===== src/rtl/ysyx_22040931_mem_arb.sv =====
`default_nettype none
// ============================================================================
// Module   : ysyx_22040931_mem_arb
// Brief    : Two-requester (fetch / load-store) arbiter onto a single
//            request/response bus, with starvation guard for fetch.
// Revision : 1.0 - initial release
// ============================================================================
module ysyx_22040931_mem_arb #(
  parameter int STARVE_MAX = 4
) (
  input  logic        clock,
  input  logic        reset,
  input  logic        if_req_valid,
  output logic        if_req_ready,
  input  logic [63:0] if_addr,
  output logic        if_rsp_valid,
  output logic [31:0] if_rsp_instr,
  input  logic        mem_req_valid,
  output logic        mem_req_ready,
  input  logic        mem_req_wr,
  input  logic [63:0] mem_req_addr,
  input  logic [63:0] mem_req_wdata,
  input  logic [7:0]  mem_req_wmask,
  output logic        mem_rsp_valid,
  output logic [63:0] mem_rsp_rdata,
  output logic        bus_req_valid,
  input  logic        bus_req_ready,
  output logic        bus_wr,
  output logic [63:0] bus_addr,
  output logic [63:0] bus_wdata,
  output logic [7:0]  bus_wmask,
  input  logic        bus_rsp_valid,
  input  logic [63:0] bus_rsp_data
);

  localparam logic [2:0] c_starve_max = 3'(STARVE_MAX);

  typedef enum logic [1:0] {
    S_IDLE = 2'd0,
    S_REQ  = 2'd1,
    S_WAIT = 2'd2,
    S_RESP = 2'd3
  } state_t;

  state_t     r_state;
  state_t     w_state_nxt;
  logic       r_owner_mem;
  logic [2:0] r_starve_cnt;
  logic       w_if_win;
  logic       w_mem_win;

  // MEM has priority unless fetch has waited through STARVE_MAX MEM grants
  assign w_if_win  = if_req_valid & (~mem_req_valid | (r_starve_cnt == c_starve_max));
  assign w_mem_win = mem_req_valid & ~w_if_win;

  always_comb begin
    w_state_nxt   = r_state;
    if_req_ready  = 1'b0;
    mem_req_ready = 1'b0;
    case (r_state)
      S_IDLE: begin
        // readies must stay low while reset is held, even though state is IDLE
        if (reset) begin
          if_req_ready  = w_if_win;
          mem_req_ready = w_mem_win;
          if (w_if_win | w_mem_win) w_state_nxt = S_REQ;
        end
      end
      S_REQ:   if (bus_req_ready) w_state_nxt = S_WAIT;
      S_WAIT:  if (bus_rsp_valid) w_state_nxt = S_RESP;
      S_RESP:  w_state_nxt = S_IDLE;
      default: w_state_nxt = S_IDLE;
    endcase
  end

  assign bus_req_valid = (r_state == S_REQ);
  assign if_rsp_valid  = (r_state == S_RESP) & ~r_owner_mem;
  assign mem_rsp_valid = (r_state == S_RESP) & r_owner_mem;

  always_ff @(posedge clock or negedge reset) begin
    if (!reset) r_state <= S_IDLE;
    else        r_state <= w_state_nxt;
  end

  always_ff @(posedge clock or negedge reset) begin
    if (!reset) begin
      r_owner_mem   <= 1'b0;
      r_starve_cnt  <= 3'd0;
      bus_wr        <= 1'b0;
      bus_addr      <= 64'd0;
      bus_wdata     <= 64'd0;
      bus_wmask     <= 8'd0;
      if_rsp_instr  <= 32'd0;
      mem_rsp_rdata <= 64'd0;
    end else begin
      if (if_req_ready) begin
        r_owner_mem  <= 1'b0;
        bus_wr       <= 1'b0;
        bus_addr     <= if_addr;
        bus_wdata    <= 64'd0;
        bus_wmask    <= 8'd0;
        r_starve_cnt <= 3'd0;
      end else if (mem_req_ready) begin
        r_owner_mem <= 1'b1;
        bus_wr      <= mem_req_wr;
        bus_addr    <= mem_req_addr;
        bus_wdata   <= mem_req_wdata;
        bus_wmask   <= mem_req_wmask;
        if (if_req_valid && (r_starve_cnt != 3'd7)) r_starve_cnt <= r_starve_cnt + 3'd1;
      end
      // Response data lands directly in the output registers so it holds between pulses
      if ((r_state == S_WAIT) && bus_rsp_valid) begin
        if (r_owner_mem) mem_rsp_rdata <= bus_wr ? 64'd0 : bus_rsp_data;
        else             if_rsp_instr  <= bus_addr[2] ? bus_rsp_data[63:32] : bus_rsp_data[31:0];
      end
    end
  end

endmodule
`default_nettype wire


===== config.mk =====
export PLATFORM = sky130hd
export DESIGN_NAME = ysyx_22040931_mem_arb
export DESIGN_NICKNAME = d
export VERILOG_FILES = /design/src/rtl/ysyx_22040931_mem_arb.sv
export SDC_FILE = /design/constraint.sdc
export NUM_CORES = 1
export LEC_CHECK = 0
export ABC_AREA = 1
export CAP_MARGIN = 40
export CORE_AREA = 2 2 195 197
export CTS_CLUSTER_SIZE = 12
export DETAILED_ROUTE_END_ITERATION = 12
export DIE_AREA = 0 0 197 199
export PLACE_DENSITY = 0.66
export RECOVER_POWER = 25
export SKIP_LAST_GASP = 1
export SYNTH_ARGS = -nofsm -noshare
export SYNTH_HDL_FRONTEND = slang
export SYNTH_SLANG_ARGS = --single-unit

===== constraint.sdc =====
create_clock -name clock -period 3.2 [get_ports clock]
set_input_delay 0.64 -clock clock [delete_from_list [all_inputs] [get_ports clock]]
set_output_delay 0.64 -clock clock [all_outputs]
set_load 0.01 [all_outputs]

==> summary.md <==
| Metric | Value |
|---|---|
| IO buf count | 508 |
| Total of max-cap violations | 0 |
| Outcome | finished clean |
| Min-delay src | bus_addr[0]$_DFFE_PN0P_ |
| P per Cell Area | 857 nW/um^2 |
| P_leak | 8.44 nW |
| Antenna violations before repair | 1 |
| Reg area | 5980 um^2 |
| Unrepaired setup endpoints after global routing | no |
| Max Fclk | 336 MHz |
| Die area | 39,200 um^2 |
| Largest net degree at the start of global routing | 129 |
| Hold Buf Count CTS | 0 |
| Top-level I/O count | 509 |
| Clock Pin Slew Worst Setup and Hold Paths | approximately 0.060 ns |
| Avg Cell Area, Syn | 8.16 um^2 |
| Setup Buffers After CTS | 0 |
| Worst-margin pin slew | 1.29 ns |
| CP Buf/Inv Count | 4 |
| Vias in the first global route | between 10,000 and 15,000 |
| Crit path time final | between 2 and 3 ns |
| Slew Viols, Final | 0 |
| Initial Utilization | 29.5% |
| WS Path Type | flop to output port |
| Util after Layout | 46.7% |
| Slew headroom | 14.0% |
| Worst IR Drop VDD | 0.000372 V |
| Yosys warnings | 0 |
| Antenna viol nets, final | 0 |
| Setup crit start | r_state[0]$_DFFE_PN0P_ |
| First-pass GRT wire length | 58.2 mm |
| R2R Setup Slk | 1.03 ns |
| Cell taking the most area after synthesis | dfrtp_1 |
| Yosys top cell area share | 54.7% |
| Dpl hpwl | 26.4 mm |
| Chip height | 199 um |
| Clk_lat worst skew | 0.54 ns |
| DR iter-0 viols | 500 |
| Cts bufs inserted | 28 |
| Worst Skew | 0.00949 ns |
| # resized after CTS | 0 |
| Slowest stage cell, crit path | clkdlybuf4s50_1 |
| Area growth from synthesis to layout | 58.5% |
| Worst endpoint required time | 2.56 ns |
| CP peak stage delay | around 0.57 ns |
| Via count | 10,500 |
| Post-synth cell types | 21 |
| Post-synth net total | 1,619 |
| CTS HTree Levels | 1 |
| Setup-failing EPs final | 0 |
| Setup TNS | 0 ns |
| Worst Hold Class | flop to flop |
| Sink Count | roughly 240 |
| Congestion Overflow GR | 0 |
| Clock root cell | clkbuf_16 |
| Row cnt | 71 |
| Vias per inst | 4.57 |
| CTS tree | done |
| Cell family with the largest share of critical-path delay | buffers and inverters |
| Core area | 37,100 um^2 |
| Most numerous cell on the critical path | inv_2 |
| Yosys reg bits | between 200 and 250 |
| Clk buf depth | 3 |
| Crit. End Element | output port |
| Fill cell count | 3,611 |
| Top cells by area, synth | dfrtp_1 (55%), nand2_1 (15%), inv_1 (7.1%) |
| Post-Syn Instances | 1,341 |
| Die W | 197 um |
| TritonRoute pass-1 iters | 6 |
| Crit-path max FO | 3 |
| Hold WS | 0.474 ns |
| Tcrit/Tclk final | 93.1% |
| Multi-input logic area | 3780 um^2 |
| Worst R2R Start | r_state[0]$_DFFE_PN0P_ |
| DRC Markers | 0 |
| Final hold vios | 0 |
| Final net count | 2,088 |
| Mean routed wirelength per cell | 16.2 um |
| Sequential share of the synthesized area | 54.7% |
| Total track usage | 18.6% |
| Startpoint Class | flop |
| Share of cells above drive strength 1 | 3.99% |
| Routability cong. | roughly 0.81 |
| WL final | about 37 mm |
| Arr. time, crit path | 2.34 ns |
| Critical path, cell by cell | inv_1 -> ha_1 -> nand2_2 -> inv_2 -> nand3_1 -> inv_2 -> clkdlybuf4s50_1 |
| Synthesized cell area | 10,900 um^2 |
[synth_stat cells]
library cell  instances
buf_4                 1
nand3_1             130
clkbuf_1             25
buf_1                 5
mux2i_1              32
ha_1                  7
nand2_2               1
nand2_1             427
o21ai_0              67
nand4_1              67
buf_2                56
o22ai_1               1
nor2_4                1
inv_2                 5
dfrtp_1             239
nor3_4                1
or2_2                 1
nor2_1               34
a21oi_1              33
nor3_2                1
inv_1               207
[cell type report]
class	count	area share, %
repair buffers	526	30.4
multi-input cells	803	21.8
flip-flops and latches	239	34.5
clock inverters	9	0.729
diodes	1	0.0144
well taps	474	3.42
inverters	212	4.60
clock buffers	39	4.57
[placed cells by master (no fill, tap or decap), types with 5 or more instances in the layout]
cell and n:
inv_2 5, nand4_1 67, clkbuf_1 9, clkdlybuf4s50_1 506, clkinv_2 5, nand2_1 426, dfrtp_1 238, ha_1 7
nand3_1 129, mux2i_1 32, nor2_1 34, o21ai_0 67, buf_4 12, inv_1 206, a21oi_1 33, clkbuf_16 29
[power by group]
group | switching (mW) | internal (mW)
clock | 1.27 | 1.96
combinational | 3.15 | 3.36
sequential | 0.753 | 4.36
[layer usage]
metal / wire length (um) / global-route usage (%) / vias to the layer above / part of all wire (%)
li1: - / - / 5120 / -
met5: 0 / 0 / - / 0
met1: 15000 / 22.4 / 4882 / 40
met2: 17900 / 31.8 / 463 / 48
met3: 3510 / 5.34 / 58 / 9.4
met4: 1060 / 6.18 / 0 / 2.8
[cells by family after synthesis]
family,synth area share (%)
muxes,2.93
buffers and inverters,10.9
AOI/OAI and AO/OA,4.63
adders and majority gates,0.800
and+or+nand+nor,26.0
DFF,54.7
[sequential cells by signal, summed over array words and instances (netlist names)]
register       count
bus_addr          64
mem_rsp_rdata     64
bus_wmask          8
if_rsp_instr      32
r_state            2
r_starve_cnt       3
bus_wdata         64
bus_wr             1
r_owner_mem        1
[through the flow]
step	instance area [um^2]	worst slack (ns)	power, mW	instances
3_5_place_dp	16400	0.354	11.7	2254
6_report	17300	0.220	14.9	2303
4_1_cts	17400	0.133	15.1	2302
2_1_floorplan	10900	1.18	7.83	1341
3_3_place_gp	16400	0.358	11.6	2253
5_1_grt	17300	0.0469	15.9	2303
[worst paths after layout]
kind / to / cells after the start
min in group asynchronous: mem_rsp_rdata[20]$_DFFE_PN0P_ / 2
worst min register to register: bus_addr[0]$_DFFE_PN0P_ / 2
worst min-delay path: bus_addr[0]$_DFFE_PN0P_ / 2
max in group asynchronous: mem_rsp_rdata[52]$_DFFE_PN0P_ / 4
worst max register to register: bus_wdata[58]$_DFFE_PN0P_ / 9
worst max-delay path: mem_req_ready / 7
[worst min-delay path: stages (launching register included)]
cell and delay [ns]:
dfrtp_1 0.34, nand2_1 0.05, nand2_1 0.05
Note: power is estimated with default switching activity, not from simulation.
